`src/rtl/rv32i_mem_arbiter_if.sv`:
```
// ----------------------------------------------------------------------------
// rv32i_mem_arbiter_if
//   Bundles the two core-side requesters (instruction fetch I, load/store D)
//   and the single memory port into one interface.
//
//   slave  : arbiter view (takes requests, drives acks and the memory port)
//   master : core/memory view (drives requests and memory responses)
//
//   I side : i_req, i_addr -> i_ack, i_err, i_rdata
//   D side : d_req, d_we, d_addr, d_wdata -> d_ack, d_err, d_rdata
//   Memory : mem_en, mem_we, mem_addr, mem_wdata -> mem_rdata, mem_ack
// ----------------------------------------------------------------------------
interface rv32i_mem_arbiter_if #(
    parameter int ADDR_W = 32,
    parameter int DATA_W = 32
);
    // fetch requester
    logic              i_req;
    logic [ADDR_W-1:0] i_addr;
    logic              i_ack;
    logic              i_err;
    logic [DATA_W-1:0] i_rdata;

    // load/store requester
    logic              d_req;
    logic              d_we;
    logic [ADDR_W-1:0] d_addr;
    logic [DATA_W-1:0] d_wdata;
    logic              d_ack;
    logic              d_err;
    logic [DATA_W-1:0] d_rdata;

    // shared memory port
    logic              mem_en;
    logic              mem_we;
    logic [ADDR_W-1:0] mem_addr;
    logic [DATA_W-1:0] mem_wdata;
    logic [DATA_W-1:0] mem_rdata;
    logic              mem_ack;

    modport slave (
        input  i_req, i_addr,
        output i_ack, i_err, i_rdata,
        input  d_req, d_we, d_addr, d_wdata,
        output d_ack, d_err, d_rdata,
        output mem_en, mem_we, mem_addr, mem_wdata,
        input  mem_rdata, mem_ack
    );

    modport master (
        output i_req, i_addr,
        input  i_ack, i_err, i_rdata,
        output d_req, d_we, d_addr, d_wdata,
        input  d_ack, d_err, d_rdata,
        input  mem_en, mem_we, mem_addr, mem_wdata,
        output mem_rdata, mem_ack
    );
endinterface

```
`src/rtl/rv32i_mem_arbiter.sv`:
```
// ----------------------------------------------------------------------------
// rv32i_mem_arbiter
//   Shares one single-port RAM between the RV32I fetch requester (I) and the
//   load/store requester (D). D wins ties unless I has been passed over
//   STARVE_MAX times in a row; each transaction aborts with an error ack if
//   the memory does not answer within TIMEOUT busy cycles.
//
//   Ports
//     clk   : rising-edge clock
//     reset : asynchronous, active-high
//     bus   : rv32i_mem_arbiter_if.slave (requesters + memory port)
//
//   All outputs come straight from flops.
// ----------------------------------------------------------------------------
module rv32i_mem_arbiter #(
    parameter int ADDR_W     = 32,
    parameter int DATA_W     = 32,
    parameter int STARVE_MAX = 4,
    parameter int TIMEOUT    = 16
) (
    input  logic                clk,
    input  logic                reset,
    rv32i_mem_arbiter_if.slave  bus
);

    localparam int SW = $clog2(STARVE_MAX + 1);
    localparam int TW = (TIMEOUT > 2) ? $clog2(TIMEOUT) : 1;

    localparam logic [SW-1:0] STARVE_LIM = SW'(STARVE_MAX);
    localparam logic [TW-1:0] TMO_LAST   = TW'(TIMEOUT - 1);

    typedef enum logic [1:0] {
        IDLE   = 2'd0,
        BUSY_I = 2'd1,
        BUSY_D = 2'd2
    } state_t;

    state_t            state_q,     state_d;
    logic [SW-1:0]     starve_q,    starve_d;
    logic [TW-1:0]     tmo_q,       tmo_d;

    logic              i_ack_q,     i_ack_d;
    logic              i_err_q,     i_err_d;
    logic [DATA_W-1:0] i_rdata_q,   i_rdata_d;
    logic              d_ack_q,     d_ack_d;
    logic              d_err_q,     d_err_d;
    logic [DATA_W-1:0] d_rdata_q,   d_rdata_d;

    logic              mem_en_q,    mem_en_d;
    logic              mem_we_q,    mem_we_d;
    logic [ADDR_W-1:0] mem_addr_q,  mem_addr_d;
    logic [DATA_W-1:0] mem_wdata_q, mem_wdata_d;

    // A requester whose ack is still high has just completed; masking it
    // for that cycle forces a one-cycle gap and lets the other side in.
    logic i_elig, d_elig;
    assign i_elig = bus.i_req && !i_ack_q;
    assign d_elig = bus.d_req && !d_ack_q;

    // ------------------------------------------------------------------
    // state register
    // ------------------------------------------------------------------
    always_ff @(posedge clk or posedge reset) begin
        if (reset) begin
            state_q     <= IDLE;
            starve_q    <= '0;
            tmo_q       <= '0;
            i_ack_q     <= 1'b0;
            i_err_q     <= 1'b0;
            i_rdata_q   <= '0;
            d_ack_q     <= 1'b0;
            d_err_q     <= 1'b0;
            d_rdata_q   <= '0;
            mem_en_q    <= 1'b0;
            mem_we_q    <= 1'b0;
            mem_addr_q  <= '0;
            mem_wdata_q <= '0;
        end else begin
            state_q     <= state_d;
            starve_q    <= starve_d;
            tmo_q       <= tmo_d;
            i_ack_q     <= i_ack_d;
            i_err_q     <= i_err_d;
            i_rdata_q   <= i_rdata_d;
            d_ack_q     <= d_ack_d;
            d_err_q     <= d_err_d;
            d_rdata_q   <= d_rdata_d;
            mem_en_q    <= mem_en_d;
            mem_we_q    <= mem_we_d;
            mem_addr_q  <= mem_addr_d;
            mem_wdata_q <= mem_wdata_d;
        end
    end

    // ------------------------------------------------------------------
    // next state / outputs
    // ------------------------------------------------------------------
    always_comb begin
        state_d     = state_q;
        starve_d    = starve_q;
        tmo_d       = tmo_q;
        i_ack_d     = 1'b0;
        i_err_d     = 1'b0;
        i_rdata_d   = i_rdata_q;
        d_ack_d     = 1'b0;
        d_err_d     = 1'b0;
        d_rdata_d   = d_rdata_q;
        mem_en_d    = mem_en_q;
        mem_we_d    = mem_we_q;
        mem_addr_d  = mem_addr_q;
        mem_wdata_d = mem_wdata_q;

        unique case (state_q)
            IDLE: begin
                if (d_elig && !(i_elig && starve_q == STARVE_LIM)) begin
                    state_d     = BUSY_D;
                    tmo_d       = '0;
                    mem_en_d    = 1'b1;
                    mem_we_d    = bus.d_we;
                    mem_addr_d  = bus.d_addr;
                    mem_wdata_d = bus.d_we ? bus.d_wdata : '0;
                    // only a D grant that actually bypassed a waiting I counts
                    if (!i_elig)
                        starve_d = '0;
                    else if (starve_q != STARVE_LIM)
                        starve_d = starve_q + SW'(1);
                end else if (i_elig) begin
                    state_d     = BUSY_I;
                    tmo_d       = '0;
                    starve_d    = '0;
                    mem_en_d    = 1'b1;
                    mem_we_d    = 1'b0;
                    mem_addr_d  = bus.i_addr;
                    mem_wdata_d = '0;
                end
            end

            BUSY_I, BUSY_D: begin
                // mem_ack takes precedence over the timeout on the same edge
                if (bus.mem_ack || tmo_q == TMO_LAST) begin
                    state_d     = IDLE;
                    tmo_d       = '0;
                    mem_en_d    = 1'b0;
                    mem_we_d    = 1'b0;
                    mem_addr_d  = '0;
                    mem_wdata_d = '0;
                    if (state_q == BUSY_I) begin
                        i_ack_d   = 1'b1;
                        i_err_d   = !bus.mem_ack;
                        i_rdata_d = bus.mem_ack ? bus.mem_rdata : '0;
                    end else begin
                        d_ack_d   = 1'b1;
                        d_err_d   = !bus.mem_ack;
                        d_rdata_d = (bus.mem_ack && !mem_we_q) ? bus.mem_rdata : '0;
                    end
                end else begin
                    tmo_d = tmo_q + TW'(1);
                end
            end

            default: begin
                state_d     = IDLE;
                mem_en_d    = 1'b0;
                mem_we_d    = 1'b0;
                mem_addr_d  = '0;
                mem_wdata_d = '0;
            end
        endcase
    end

    assign bus.i_ack     = i_ack_q;
    assign bus.i_err     = i_err_q;
    assign bus.i_rdata   = i_rdata_q;
    assign bus.d_ack     = d_ack_q;
    assign bus.d_err     = d_err_q;
    assign bus.d_rdata   = d_rdata_q;
    assign bus.mem_en    = mem_en_q;
    assign bus.mem_we    = mem_we_q;
    assign bus.mem_addr  = mem_addr_q;
    assign bus.mem_wdata = mem_wdata_q;

endmodule
```
`src/flat_wrapper.sv`:
```
// flat-port wrapper written by rule: the top's interface ports become plain ports
module rv32i_mem_arbiter_flat 
#(
    parameter int ADDR_W     = 32,
    parameter int DATA_W     = 32,
    parameter int STARVE_MAX = 4,
    parameter int TIMEOUT    = 16
)
  (clk, reset, bus_i_req, bus_i_addr, bus_i_ack, bus_i_err, bus_i_rdata, bus_d_req, bus_d_we, bus_d_addr, bus_d_wdata, bus_d_ack, bus_d_err, bus_d_rdata, bus_mem_en, bus_mem_we, bus_mem_addr, bus_mem_wdata, bus_mem_rdata, bus_mem_ack);
  rv32i_mem_arbiter_if #(.ADDR_W(ADDR_W), .DATA_W(DATA_W)) bus_i ();
  input  logic clk;
  input  logic reset;
  input wire logic [$bits(bus_i.i_req)-1:0] bus_i_req;
  input wire logic [$bits(bus_i.i_addr)-1:0] bus_i_addr;
  output wire logic [$bits(bus_i.i_ack)-1:0] bus_i_ack;
  output wire logic [$bits(bus_i.i_err)-1:0] bus_i_err;
  output wire logic [$bits(bus_i.i_rdata)-1:0] bus_i_rdata;
  input wire logic [$bits(bus_i.d_req)-1:0] bus_d_req;
  input wire logic [$bits(bus_i.d_we)-1:0] bus_d_we;
  input wire logic [$bits(bus_i.d_addr)-1:0] bus_d_addr;
  input wire logic [$bits(bus_i.d_wdata)-1:0] bus_d_wdata;
  output wire logic [$bits(bus_i.d_ack)-1:0] bus_d_ack;
  output wire logic [$bits(bus_i.d_err)-1:0] bus_d_err;
  output wire logic [$bits(bus_i.d_rdata)-1:0] bus_d_rdata;
  output wire logic [$bits(bus_i.mem_en)-1:0] bus_mem_en;
  output wire logic [$bits(bus_i.mem_we)-1:0] bus_mem_we;
  output wire logic [$bits(bus_i.mem_addr)-1:0] bus_mem_addr;
  output wire logic [$bits(bus_i.mem_wdata)-1:0] bus_mem_wdata;
  input wire logic [$bits(bus_i.mem_rdata)-1:0] bus_mem_rdata;
  input wire logic [$bits(bus_i.mem_ack)-1:0] bus_mem_ack;
  assign bus_i.i_req = bus_i_req;
  assign bus_i.i_addr = bus_i_addr;
  assign bus_i_ack = bus_i.i_ack;
  assign bus_i_err = bus_i.i_err;
  assign bus_i_rdata = bus_i.i_rdata;
  assign bus_i.d_req = bus_d_req;
  assign bus_i.d_we = bus_d_we;
  assign bus_i.d_addr = bus_d_addr;
  assign bus_i.d_wdata = bus_d_wdata;
  assign bus_d_ack = bus_i.d_ack;
  assign bus_d_err = bus_i.d_err;
  assign bus_d_rdata = bus_i.d_rdata;
  assign bus_mem_en = bus_i.mem_en;
  assign bus_mem_we = bus_i.mem_we;
  assign bus_mem_addr = bus_i.mem_addr;
  assign bus_mem_wdata = bus_i.mem_wdata;
  assign bus_i.mem_rdata = bus_mem_rdata;
  assign bus_i.mem_ack = bus_mem_ack;
  rv32i_mem_arbiter #(.ADDR_W(ADDR_W), .DATA_W(DATA_W), .STARVE_MAX(STARVE_MAX), .TIMEOUT(TIMEOUT)) u_core (.clk(clk), .reset(reset), .bus(bus_i));
endmodule
```
`config.mk`:
```
export PLATFORM = sky130hd
export DESIGN_NAME = rv32i_mem_arbiter_flat
export DESIGN_NICKNAME = d
export VERILOG_FILES = /design/src/rtl/rv32i_mem_arbiter_if.sv /design/src/rtl/rv32i_mem_arbiter.sv /design/src/flat_wrapper.sv
export SDC_FILE = /design/constraint.sdc
export NUM_CORES = 1
export LEC_CHECK = 0
export CAP_MARGIN = 0
export CORE_MARGIN = 10
export CORE_UTILIZATION = 35
export CTS_BUF_LIST = sky130_fd_sc_hd__clkbuf_16
export DETAILED_ROUTE_END_ITERATION = 16
export PLACE_DENSITY = 0.75
export SYNTH_ARGS = -nofsm -noshare
export SYNTH_HDL_FRONTEND = slang
export SYNTH_SLANG_ARGS = --single-unit
```
`constraint.sdc`:
```
create_clock -name clk -period 11.4 [get_ports clk]
set_clock_uncertainty 0.2 [all_clocks]
set_input_delay 2.85 -clock clk [delete_from_list [all_inputs] [get_ports clk]]
set_output_delay 2.85 -clock clk [all_outputs]
set_load 0.01 [all_outputs]
```
==> flow_metrics.env <==
export IMPL_synthMuxAreaShare=0.05788
export IMPL_layout_setup_ws_ns=6.533
export IMPL_dr_first_iter_drc_count=326
export IMPL_route_met3_wl_um=1450
export IMPL_die_h_um=149.6
export IMPL_mostFrequentLayoutCells="267 x clkdlybuf4s50_1, 143 x dfrtp_1, 59 x a22o_1"
export IMPL_async_flop_share=1.000
export IMPL_power_total_uw=2317
export IMPL_slew_headroom=0.2597
export IMPL_antenna_found_initial=0
export IMPL_grt_pass1_vias=4854
export IMPL_max_cap_violations=0
export IMPL_clockBufferDepth=2
export IMPL_required_ns=11.44
export IMPL_yosysTopAreaCell="dfrtp_1"
export IMPL_hold_viol_final=0
export IMPL_postCtsSetupRepairBufs=0
export IMPL_final_common_cell="clkdlybuf4s50_1"
export IMPL_start_util=0.3558
export IMPL_post_route_drc_count=0
export IMPL_tns_ns=0
export IMPL_cellPowerDensity_mw_per_mm2=248.3
export IMPL_avgSynthCellArea_um2=11.74
export IMPL_synth_top_area_frac=0.6086
export IMPL_synth_fa_ha_area_frac=0.01490
export IMPL_io_pins=268
export IMPL_dp_hpwl_um=13150
export IMPL_io_buffers=267
export IMPL_critPathMaxFanout=32
export IMPL_critPathBufInv=1
export IMPL_wl_met2_um=8895
export IMPL_hold_path_class="flip-flop to flip-flop"
export IMPL_synth_edf_count=0
export IMPL_drv_slew=0
export IMPL_num_vias=4721
export IMPL_wirelength_um=18100
export IMPL_placed_cells=961
export IMPL_grt_usage=0.1574
export IMPL_gp_congestion=0.7716
export IMPL_top_layer_used="met4"
export IMPL_htreeDepth=4
export IMPL_grt_max_degree=85
export IMPL_cp_slowest_stage_delay_ns=0.87
export IMPL_cpLargestDelayFamily="simple AND/OR/NAND/NOR gates"
export IMPL_final_nets=901
export IMPL_holdBufCountCts=0
export IMPL_synth_nets=642
export IMPL_worstSetupPathType="input port to flip-flop"
export IMPL_die_w_um=149.6
export IMPL_max_freq_mhz=205.5
export IMPL_detail_route_antenna_nets=0
export IMPL_ys_warn_count=0
export IMPL_syn_inst=501
export IMPL_setup_viol=0
export IMPL_synth_simple_area_share=0.08470
export IMPL_diodes=0
export IMPL_ctsResizeCount=0
export IMPL_post_route_period_util=0.4269
export IMPL_grt_overflow_total=0
export IMPL_utilization=0.5646
export IMPL_synth_top_family_by_area="compound AO/OA/AOI/OAI gates"
export IMPL_instances_no_fill=991
export IMPL_firstDrtPassIters=4
export IMPL_path_clk_slew_ns=0.06
export IMPL_finalCriticalPeriod_ns=4.867
export IMPL_rsz0062_at_grt="no"
export IMPL_yosysSeqAreaShare=0.6086
export IMPL_fp_row_count=47
export IMPL_cp_cell_sequence="clkdlybuf4s50_1, or2b_4, o32ai_4, or2_1, o21ai_0"
export IMPL_ys_ff_latch=143
export IMPL_endpoint_kind="flip-flop"
export IMPL_outcome="complete, no violations"
export IMPL_clock_sinks=143
export IMPL_layout_drive_gt1_share=0.07652
export IMPL_cts_tree="built"
export IMPL_synthToLayoutAreaGrowth_pct=58.69
export IMPL_crit_path_start_kind="input port"
export IMPL_wl_met1_um=7521
export IMPL_design_die_area_mm2=0.02238
export IMPL_fillCellCount=1417
export IMPL_worstSkewPairLatency_ns=0.40
export IMPL_synthTopCellsByArea="dfrtp_1 61%, a22o_1 8.8%, mux2i_1 5.8%, o21ai_0 3.2%, nand3_1 3.0%"
export IMPL_power_leakage_uw=0.004092
export IMPL_cp_arrival_ns=4.91
export IMPL_cts_buffers=17
export IMPL_synth_compound_area_share=0.1751
export IMPL_slowest_stage="or2_1"
export IMPL_cts_root_buffer="clkbuf_16"
export IMPL_syn_area_mm2=0.005879
export IMPL_max_slew_worst_pin_slew_ns=1.110
export IMPL_ir_drop_uv=108.0
export IMPL_synth_cell_types=43
export IMPL_vias_per_cell=4.764
export IMPL_synth_flop_cell="dfrtp_1"
export IMPL_grt_pass1_wl_um=27940
export IMPL_reg2reg_setup_slack_ns=8.67
export IMPL_wl_per_cell_um=18.27
export IMPL_synth_xor_area_frac=0
export IMPL_core_area_mm2=0.01652
export IMPL_place_ws_ns=5.993
## cells by family (layout without fill, tap and decap cells)
family	Yosys count	after routing
DFF	143	143
buffers and inverters	75	345
AOI/OAI and AO/OA	145	145
and+or+nand+nor	97	97
muxes	34	34
adders and majority gates	7	7
## metrics by stage
stage / cell area, µm² / hold slack (ns)
5_1_grt: 9330 / 0.3025
3_3_place_gp: 8715 / 0.2648
4_1_cts: 9330 / 0.2871
6_report: 9330 / 0.2795
2_1_floorplan: 5879 / 0.2776
3_5_place_dp: 8715 / 0.2743
## report_power, final
| group | switching (µW) | total, µW | internal, µW |
|---|---|---|---|
| clock network | 218 | 584 | 366 |
| registers | 102 | 794 | 692 |
| logic | 443 | 939 | 495 |
## flip-flops by register name (all words and copies together), names as in the netlist
signal,count
u_core.bus.d_rdata,32
u_core.bus.i_rdata,32
u_core.bus.mem_addr,32
u_core.bus.mem_wdata,32
u_core.tmo_q,4
u_core.starve_q,3
u_core.state_q,2
u_core.bus.d_ack,1
u_core.bus.d_err,1
u_core.bus.i_ack,1
u_core.bus.i_err,1
u_core.bus.mem_en,1
u_core.bus.mem_we,1
## tightest hold or removal path: stages (launching register included)
cell and delay, ns:
dfrtp_1 0.34, nand2_1 0.05, o21ai_1 0.06
## cell type report
| cell class | instances | area [µm²] | area share |
|---|---|---|---|
| Timing Repair Buffer | 275 | 2733 | 0.2929 |
| Clock buffer | 17 | 425.4 | 0.04559 |
| Multi-Input combinational cell | 283 | 1973 | 0.2115 |
| Clock inverter | 13 | 190.2 | 0.02038 |
| Sequential cell | 143 | 3578 | 0.3835 |
| Tap cell | 220 | 275.3 | 0.02950 |
| Inverter | 40 | 155.1 | 0.01663 |
## synth_stat cells, types with 3 or more instances
cell,count
a22o_1,59
a22o_2,6
buf_1,3
buf_2,6
buf_4,5
buf_6,4
clkbuf_1,15
dfrtp_1,143
ha_1,7
inv_1,39
mux2i_1,34
nand2_1,41
nand2b_1,3
nand3_1,35
nor2b_1,4
o21ai_0,38
o21ai_1,30
## metal layers
metal,track usage,up-vias
met5,0,-
met4,0.04711,0
met3,0.05254,14
met2,0.2586,180
met1,0.1919,2257
li1,-,2270
## path summary, 6_finish.rpt
| kind | startpoint | endpoint | depth (start not counted) |
|---|---|---|---|
| min in group asynchronous | reset | u_core.bus.mem_wdata[5] | 2 |
| min | u_core.bus.mem_addr[0] | u_core.bus.mem_addr[0] | 2 |
| max | bus_mem_ack | u_core.bus.mem_addr[29] | 5 |
| max reg2reg | u_core.state_q[0] | u_core.bus.mem_addr[29] | 6 |
| min reg2reg | u_core.bus.mem_addr[0] | u_core.bus.mem_addr[0] | 2 |
| max in group asynchronous | reset | u_core.bus.d_rdata[30] | 3 |
No activity file was read; power rests on OpenSTA's default activity.
